[src/rtl/reg_file_wb_arbiter.sv]
// reg_file_wb_arbiter
// Shares the Register_File write port between the ALU (port 0) and the load
// unit (port 1). It also keeps a pending-write scoreboard that decode queries
// for hazards.
// Optional feature macro: RF_WB_BYPASS_EN adds forwarding outputs. With it,
// a register written this cycle is not reported busy.
module reg_file_wb_arbiter #(
  parameter int N          = 32,
  parameter int FIXED_PRIO = 0
) (
  input  logic         clk,
  input  logic         reset,
  input  logic         wb0_valid_i,
  input  logic [4:0]   wb0_addr_i,
  input  logic [N-1:0] wb0_data_i,
  output logic         wb0_ready_o,
  input  logic         wb1_valid_i,
  input  logic [4:0]   wb1_addr_i,
  input  logic [N-1:0] wb1_data_i,
  output logic         wb1_ready_o,
  input  logic         pend_set_i,
  input  logic [4:0]   pend_addr_i,
  input  logic [4:0]   rs1_addr_i,
  input  logic [4:0]   rs2_addr_i,
  output logic         rs1_busy_o,
  output logic         rs2_busy_o,
`ifdef RF_WB_BYPASS_EN
  output logic         rs1_fwd_o,
  output logic         rs2_fwd_o,
  output logic [N-1:0] rs1_fwd_data_o,
  output logic [N-1:0] rs2_fwd_data_o,
`endif
  output logic         Reg_Write_o,
  output logic [4:0]   Write_Register_o,
  output logic [N-1:0] Write_Data_o
);

  logic         last_grant_q, last_grant_d;
  logic         reg_write_q, reg_write_d;
  logic [4:0]   write_register_q, write_register_d;
  logic [N-1:0] write_data_q, write_data_d;
  logic [31:0]  pend_q, pend_d;

  logic         grant0, grant1, conflict;
  logic [4:0]   sel_addr;
  logic [N-1:0] sel_data;
  logic         rs1_fwd, rs2_fwd;

  // Pick one requester per cycle.
  // last_grant_q=1 means port 1 won the previous conflict, so port 0 is next.
  always_comb begin
    grant0   = 1'b0;
    grant1   = 1'b0;
    conflict = wb0_valid_i && wb1_valid_i;
    if (!reset) begin
      if (conflict) begin
        if (FIXED_PRIO != 0 || last_grant_q) grant0 = 1'b1;
        else                                 grant1 = 1'b1;
      end else if (wb0_valid_i) begin
        grant0 = 1'b1;
      end else if (wb1_valid_i) begin
        grant1 = 1'b1;
      end
    end
  end

  // Round-robin pointer.
  // It moves only when both ports compete, so a lone requester does not disturb fairness.
  always_comb begin
    last_grant_d = last_grant_q;
    if (reset)         last_grant_d = 1'b1;
    else if (conflict) last_grant_d = grant1;
  end

  // Writeback register stage.
  // An accepted x0 write still loads addr/data, but it never asserts Reg_Write_o.
  always_comb begin
    sel_addr         = grant1 ? wb1_addr_i : wb0_addr_i;
    sel_data         = grant1 ? wb1_data_i : wb0_data_i;
    reg_write_d      = 1'b0;
    write_register_d = write_register_q;
    write_data_d     = write_data_q;
    if (reset) begin
      write_register_d = '0;
      write_data_d     = '0;
    end else if (grant0 || grant1) begin
      reg_write_d      = (sel_addr != 5'd0);
      write_register_d = sel_addr;
      write_data_d     = sel_data;
    end
  end

  // Scoreboard update.
  // The clear comes first so that a same-cycle set of the same register wins.
  always_comb begin
    pend_d = pend_q;
    if (reg_write_q) pend_d[write_register_q] = 1'b0;
    if (pend_set_i && pend_addr_i != 5'd0) pend_d[pend_addr_i] = 1'b1;
    if (reset) pend_d = '0;
    pend_d[0] = 1'b0;
  end

  // State registers with synchronous reset folded into the next-state logic.
  always_ff @(posedge clk) begin
    last_grant_q     <= last_grant_d;
    reg_write_q      <= reg_write_d;
    write_register_q <= write_register_d;
    write_data_q     <= write_data_d;
    pend_q           <= pend_d;
  end

`ifdef RF_WB_BYPASS_EN
  // Forward the register being written this cycle so decode can skip the stall.
  always_comb begin
    rs1_fwd        = reg_write_q && (write_register_q == rs1_addr_i) && (rs1_addr_i != 5'd0);
    rs2_fwd        = reg_write_q && (write_register_q == rs2_addr_i) && (rs2_addr_i != 5'd0);
    rs1_fwd_o      = rs1_fwd;
    rs2_fwd_o      = rs2_fwd;
    rs1_fwd_data_o = write_data_q;
    rs2_fwd_data_o = write_data_q;
  end
`else
  // Without forwarding, a register stays busy through its write cycle.
  always_comb begin
    rs1_fwd = 1'b0;
    rs2_fwd = 1'b0;
  end
`endif

  // Handshake and hazard outputs.
  // Busy reads only the registered scoreboard and is suppressed during reset.
  always_comb begin
    wb0_ready_o      = grant0;
    wb1_ready_o      = grant1;
    rs1_busy_o       = !reset && pend_q[rs1_addr_i] && !rs1_fwd;
    rs2_busy_o       = !reset && pend_q[rs2_addr_i] && !rs2_fwd;
    Reg_Write_o      = reg_write_q;
    Write_Register_o = write_register_q;
    Write_Data_o     = write_data_q;
  end

endmodule

[config.mk]
export PLATFORM = sky130hd
export DESIGN_NAME = reg_file_wb_arbiter
export DESIGN_NICKNAME = d
export VERILOG_FILES = /design/src/rtl/reg_file_wb_arbiter.sv
export SDC_FILE = /design/constraint.sdc
export NUM_CORES = 1
export LEC_CHECK = 0
export ABC_AREA = 1
export CAP_MARGIN = 10
export CORE_UTILIZATION = 25
export DETAILED_ROUTE_END_ITERATION = 6
export PLACE_DENSITY = 0.64
export SLEW_MARGIN = 20
export SYNTH_ARGS = -nofsm -noshare
export SYNTH_HDL_FRONTEND = slang
export SYNTH_SLANG_ARGS = --single-unit
[constraint.sdc]
create_clock -name clk -period 1.7 [get_ports clk]
set_clock_uncertainty 0.15 [all_clocks]
set_input_delay 0.425 -clock clk [delete_from_list [all_inputs] [get_ports clk]]
set_output_delay 0.425 -clock clk [all_outputs]
set_load 0.005 [all_outputs]
-- Word-level counts from Yosys, hierarchy flattened
Cells that the tools add are included.
- bits in registers: 70
- input port bits: 94
- word-level logic and storage cells: 47
- $lt $le $gt $ge: 6
- multiplexer cells: 21
- bitwise logic cells: 4
- reduce and logical (&&, ||, !) cells: 11
- operators with widths (kind ; count):
    32-bit two-way mux ; 3
    32-bit bitwise AND ; 1
    32-bit inverter ; 1
    32-bit OR ; 1
    5-bit by 6-bit less-than comparator with 1-bit output, second input constant ; 4
    1-bit two-way mux ; 13
    1-bit binary-select mux with 5-bit select ; 2
    1-bit demux with 5-bit select ; 2
    5-bit by 1-bit greater-or-equal comparator with 1-bit output, second input constant ; 2
    5-bit nonzero test ; 2
    1-bit logical AND ; 6
    5-bit two-way mux ; 1
    2-bit OR reduction ; 1
    1-bit logical NOT ; 1
    1-bit logical OR ; 1
    1-bit inverter ; 1

-- Depth between registers and ports, before layout
Gate-level depths: netlist of run 1.
- depth after elaboration: 9
- gate-level depth with buffers: 9

-- Worst setup path before layout of run 1
Ideal clock, no wire load.
- path kind: input -> output
- start: input port rs1_addr_i[0]
- end: output port rs1_busy_o
- arrival time: 1.207 ns
- setup slack: -0.082 ns
- stages on the path: 8
- cells stage by stage: buf_2 > buf_2 > o211ai_1 > nand2_1 > nor2_1 > nor2_1 > nor2_1 > nor2_1
- cells in the longest elaborated chain, start to end: 3
- RTL lines (what ; line ; RTL):
    from (decl) ; 23 ; input logic [4:0] rs1_addr_i,
    1-bit binary-select mux with 5-bit select ; 135 ; rs1_busy_o = !reset && pend_q[rs1_addr_i] && !rs1_fwd;
    1-bit two-way mux (implied by the code) ; 135 ;
    1-bit logical AND ; 135 ;
    to (decl) ; 25 ; output logic rs1_busy_o,
No other way between the ends. The select of a mux whose other input is x is not followed.

-- Worst setup path in the final report of run 1
- start: register pend_q[17]
- end: output port rs1_busy_o
- cells in the longest elaborated chain, start to end: 3
- RTL lines (what ; line ; RTL):
    from (decl) ; 42 ; logic [31:0] pend_q, pend_d;
    from (signal assigned) ; 109 ; pend_q <= pend_d;
    1-bit binary-select mux with 5-bit select ; 135 ;
    1-bit two-way mux (implied by the code) ; 135 ;
    1-bit logical AND ; 135 ;
No other way between the ends. The select of a mux whose other input is x is not followed.

==> run metrics, run 1 <==
CP max FO 2; antenna violations before repair 0; Area Overhead vs Synth 62.3%; post-synthesis cell type count 23; post-synthesis sequential area ratio 37.6%; first-pass GRT wire length 20.6 mm; Period minus WS final 1.95 ns; Port Buffers 135; worst setup margin -0.251 ns; FF-to-FF Start last_grant_q; Inserted Clock Buffers 9; final global-route overflow total 0; Worst Hold Depth 3; Max Buffers Root-to-Sink 2; DRC Markers 0; final net count 818; vias per cell 4.74; Post-Syn Area per Cell 6.73 µm²; Setup crit end rs1_busy_o; outcome finished with violations; CORE AREA 14,500 µm²; starting density of the core 25.6%; Antenna Cells 0; largest net degree at the start of global routing 64; clock sinks 70; total wire length 12.9 mm; io pins 136; Place WS -1.08 ns; RSZ-0062 raised after global routing yes; max-cap violations 0; Root Driver clkbuf_16; DR pass1 iterations 5; Die ar. 15,400 µm²; Post-Layout Inst Area 6050 µm²; vias in the first global route 4,181; FFs w/ async S/R, synth 0%; Final period util 115%; Critical path origin pend_q[17]; crit end category primary output; ys flop type dfxtp_1; Worst-path clk slew 0.05 ns; VDD IR max 0.423 mV; total power 4.83 mW; Vias 4,331; Pwr per Cell Area 799 nW/µm²; flop and latch count out of synthesis 70; H-tree level count 3; dpl hpwl 9.60 mm; Row Count 44; setup_tns -0.470 ns; ranking of synthesized cells by area dfxtp_1 38%, nand2_1 18%, nand3_1 7.5%; Worst Reg2Reg Path Length in Cells 7; drt initial violations 273; failing checks negative setup slack; Antenna Nets Post-Route 0; clock tree from TritonCTS built; Final Hold Viols 0; Crit path arrival time 1.38 ns; final setup vio count 2; Placer Congestion 0.916; Pleak 2.53 nW; Yosys top cell area share 37.6%; Post-synth EDFFs 0; Placed Area 5550 µm²; worst slew pin tran 0.714 ns; worst rel slew slack 52.4%; GRT Util Overall 17.5%; fill count 1,529; FF-to-FF setup slack 0.13 ns; Yosys warning count 0; Worst Setup Start Kind flip-flop; RR Endpoint Write_Data_o[8]; synthesized instance count 554; latest clock arrival within the worst-skew pair 0.33 ns; Die H 124 µm; Data required, critical path 1.12 ns; area leader, netlist dfxtp_1; net count after synthesis 648; layout cells sized above 1 27.8%; Mapped Area 3730 µm²; Crit Path Category flip-flop to primary output; Max Freq 513 MHz; Routed WL per cell 14.2 µm; Die Wd 124 µm; Final Max Tran Viols 0; Hold Path Class input port to flip-flop
[sequential cells by signal (all words and copies together) (netlist names)]
name,flops
Write_Data_o,32
pend_q,31
Write_Register_o,5
Reg_Write_o,1
last_grant_q,1
[power by group]
part | switching (mW) | internal, mW
logic | 0.452 | 0.505
registers | 0.0546 | 1.72
clock network | 0.732 | 1.36
[critical path, stage by stage, from the launching register on]
cell     delay, ns
dfxtp_2       0.32
inv_1         0.08
nand2_1       0.06
nand3_1       0.09
nand3_2       0.10
nand3_2       0.09
nand2_1       0.05
nor2_1        0.10
nor2_1        0.05
buf_2         0.12
[how the worst min path moves through the flow]
stage | startpoint | end | slack (ns)
floorplan | pend_q[12] | pend_q[12] | 0.30
CTS | reset | last_grant_q | 0.20
detailed placement | pend_q[13] | pend_q[13] | 0.32
global placement | pend_q[22] | pend_q[22] | 0.31
finish | reset | last_grant_q | 0.22
global route | reset | last_grant_q | 0.23
[final cells by class]
class	count	area (µm²)	share of cell area, %
Timing Repair Buffer	183	1760	29.1
Sequential cell	70	1450	23.9
Clock buffer	11	253	4.18
Inverter	52	208	3.43
Tap cell	184	230	3.81
Clock inverter	5	81.3	1.34
Multi-Input combinational cell	408	2070	34.3
[metrics by stage]
step | hold WS [ns] | cells | util (%)
after floorplan | 0.300 | 554 | -
after global placement | 0.306 | 893 | 38.2
after detailed placement | 0.316 | 893 | 38.2
after CTS | 0.201 | 913 | 41.1
after global routing | 0.235 | 913 | 41.6
final | 0.220 | 913 | 41.6
[metal layers]
metal | vias up | global-route usage [%] | wire length [µm]
met5 | - | 0 | 0
met4 | 0 | 6.47 | 234
met3 | 23 | 5.91 | 1210
met2 | 188 | 30.0 | 6170
met1 | 1955 | 20.0 | 5330
li1 | 2165 | - | -
[cells in the final DEF, fill, tap and decap left out, types with 7 or more instances in the layout]
cell and n:
nand2_1 165, nand3_1 43, dfxtp_2 35, inv_2 22
o21ai_0 42, nand3_2 13, nor2_1 10, dlygate4sd2_1 42
nand2_2 39, a31oi_1 26, buf_4 38, a21oi_1 38
buf_2 7, clkdlybuf4s50_1 82, clkbuf_16 9, inv_1 26
dfxtp_1 35, nor3_1 12
[repair_timing]
item                                    4_1_cts  5_1_grt
pin swaps                                    21       11
cloned                                        3        0
buffers inserted                              1        0
resized for setup                           145       36
hold buffers                                  0        0
endpoints found under the setup margin       80        6
[synthesized netlist by cell type, types with 2 or more instances]
library cell / number
inv_1: 48
buf_12: 3
nor2_1: 14
dfxtp_1: 70
nor3_1: 12
a31oi_2: 6
o21ai_0: 42
buf_4: 2
a31oi_1: 26
or2_2: 2
nand3_1: 56
inv_4: 2
nand2_1: 175
buf_2: 11
inv_2: 2
o211ai_1: 4
clkbuf_1: 8
nand2_2: 29
a21oi_1: 38
[logic make-up after synthesis]
family	synth area share [%]
AOI/OAI and AO/OA	18.1
buffers and inverters	9.67
DFF	37.6
and+or+nand+nor	34.7
(Power assumes the default switching activity.)
==> run 2: changes to the inputs <==
CORE_UTILIZATION = 41   (was 25)
PLACE_DENSITY = 0.9   (was 0.64)
==> run 2 against run 1 <==
Compared with the run above: the flow still finishes with violations (negative setup slack); flip-flop and latch count unchanged; sequential power is essentially flat; final cell count down 7.9%; setup slack lost 0.027 ns; register-to-register slack lost 0.03 ns; utilization up 25 points; first-iteration DRC count shrank 1.5%; routed wire length grew 6.4%; sequential share of layout area grew 1.3 points.
==> run metrics, run 2 (same netlist as run 1, synthesis figures left out) <==
Antenna Cells 0; H-tree level count 3; RR Endpoint Write_Register_o[1]; cell with the largest stage delay on the worst path dfxtp_2; drt initial violations 269; most common cell after layout, fill and taps aside nand2_1; FF-to-FF setup slack 0.10 ns; Inserted Clock Buffers 9; starting density of the core 42.5%; Period minus WS final 1.98 ns; outcome finished with violations; Place WS -1.11 ns; DR pass1 iterations 5; delay-heaviest family, CP simple AND/OR/NAND/NOR gates; GRT Util Overall 28.4%; CORE AREA 8760 µm²; fill count 721; Largest stage delay, worst path 0.34 ns; CP Buf/Inv Count 2; Pleak 2.51 nW; layout cells sized above 1 25.4%; Row Count 34; CP max FO 2; final net count 823; Post-Layout Inst Area 5800 µm²; Max Freq 506 MHz; io pins 136; worst slew pin tran 0.686 ns; largest net degree at the start of global routing 64; Worst Hold Depth 2; max-cap violations 0; RSZ-0062 raised after global routing yes; crit end category primary output; Die H 97.3 µm; DRC Markers 0; antenna violations before repair 0; vias in the first global route 4,543; dpl hpwl 10.1 mm; max reg flops 32; Max Buffers Root-to-Sink 2; hold slack final 0.327 ns; Placer Congestion 0.953; Vias 4,555; worst setup margin -0.278 ns; Final period util 116%; Worst Reg2Reg Path Length in Cells 8; Placed Area 5440 µm²; WHS Endpoint pend_q[25]; cell mode on critical path nand3_1; Routed WL per cell 16.4 µm; Die ar. 9470 µm²; worst rel slew slack 54.2%; Final Hold Viols 0; final global-route overflow total 0; Antenna Nets Post-Route 0; Pwr per Cell Area 714 nW/µm²; Root Driver clkbuf_8; Worst-path clk slew 0.07 ns; Crit Path Category flip-flop to primary output; FF-to-FF Start last_grant_q; Placed Cells 817; failing checks negative setup slack; Hold Path Class flip-flop to flip-flop; final std cells w/o fill 841; vias per cell 5.42; clock tree from TritonCTS built; Die Wd 97.3 µm; Crit path arrival time 1.40 ns; VDD IR max 0.560 mV; hold_buf cts 0; latest clock arrival within the worst-skew pair 0.34 ns; first-pass GRT wire length 21.5 mm; setup_tns -0.549 ns; final setup vio count 2; clock sinks 70; startpoint of the worst hold path pend_q[25]; Area Overhead vs Synth 55.6%; Final Max Tran Viols 0; Final Util 66.2%; Port Buffers 135; total wire length 13.8 mm; crit-path cells inv_2 > nand2_1 > nand3_1 > nand3_1 > nand3_1 > nand3_1 > nand2_1 > nor2_1 > buf_2; commonest non-fill, non-tap cells in the layout 172 x nand2_1, 80 x clkdlybuf4s50_1, 53 x nand3_1; Worst Setup Start Kind flip-flop; total power 4.14 mW; Data required, critical path 1.12 ns
run 2: cell type report:
| cell class | instances | area [µm²] | share of cell area (%) |
|---|---|---|---|
| multi-input cells | 408 | 1990 | 34.3 |
| repair buffers | 188 | 1800 | 31.1 |
| flip-flops and latches | 70 | 1460 | 25.2 |
| inverters | 52 | 205 | 3.54 |
| clock buffers | 12 | 165 | 2.85 |
| well taps | 108 | 135 | 2.33 |
| clock inverters | 3 | 42.5 | 0.734 |
run 2: where the power goes:
part	internal, mW	switching (mW)	leakage (nW)
clock network	0.787	0.606	0.104
registers	1.72	0.0547	0.590
logic	0.511	0.460	1.81
total	3.02	1.12	2.51
run 2: what timing repair did:
action                     CTS  global route
pin swaps                   12            14
hold endpoints to repair     0             0
setup buffers                5             1
gates resized for setup    128            29
gates cloned                 0             3
setup endpoints to repair   80            15
run 2: worst max path at each step:
stage / to / cells after the start / slack (ns) / start
2_1_floorplan: rs1_busy_o / 8 / -0.007 / rs1_addr_i[0]
3_3_place_gp: rs2_busy_o / 11 / -1.09 / rs2_addr_i[0]
3_5_place_dp: rs1_busy_o / 11 / -1.11 / rs1_addr_i[0]
4_1_cts: rs2_busy_o / 9 / -0.26 / pend_q[31]
5_1_grt: rs2_busy_o / 9 / -0.41 / pend_q[13]
6_report: rs2_busy_o / 9 / -0.28 / pend_q[13]
run 2: metal layers:
layer  track usage, %  part of all wire (%)  up-vias
li1                 -                     -     2174
met1             31.2                    39     2111
met2             51.5                    50      219
met3             5.32                   6.8       51
met4             15.5                   4.1        0
met5                0                     0        -
run 2: worst reg2reg max path: cells and delay by family, from the launching register on:
family / cells / cell delay (ns)
flops: 1 / 0.34
simple gates: 3 / 0.43
compound gates: 1 / 0.14
buf+inv: 4 / 0.47
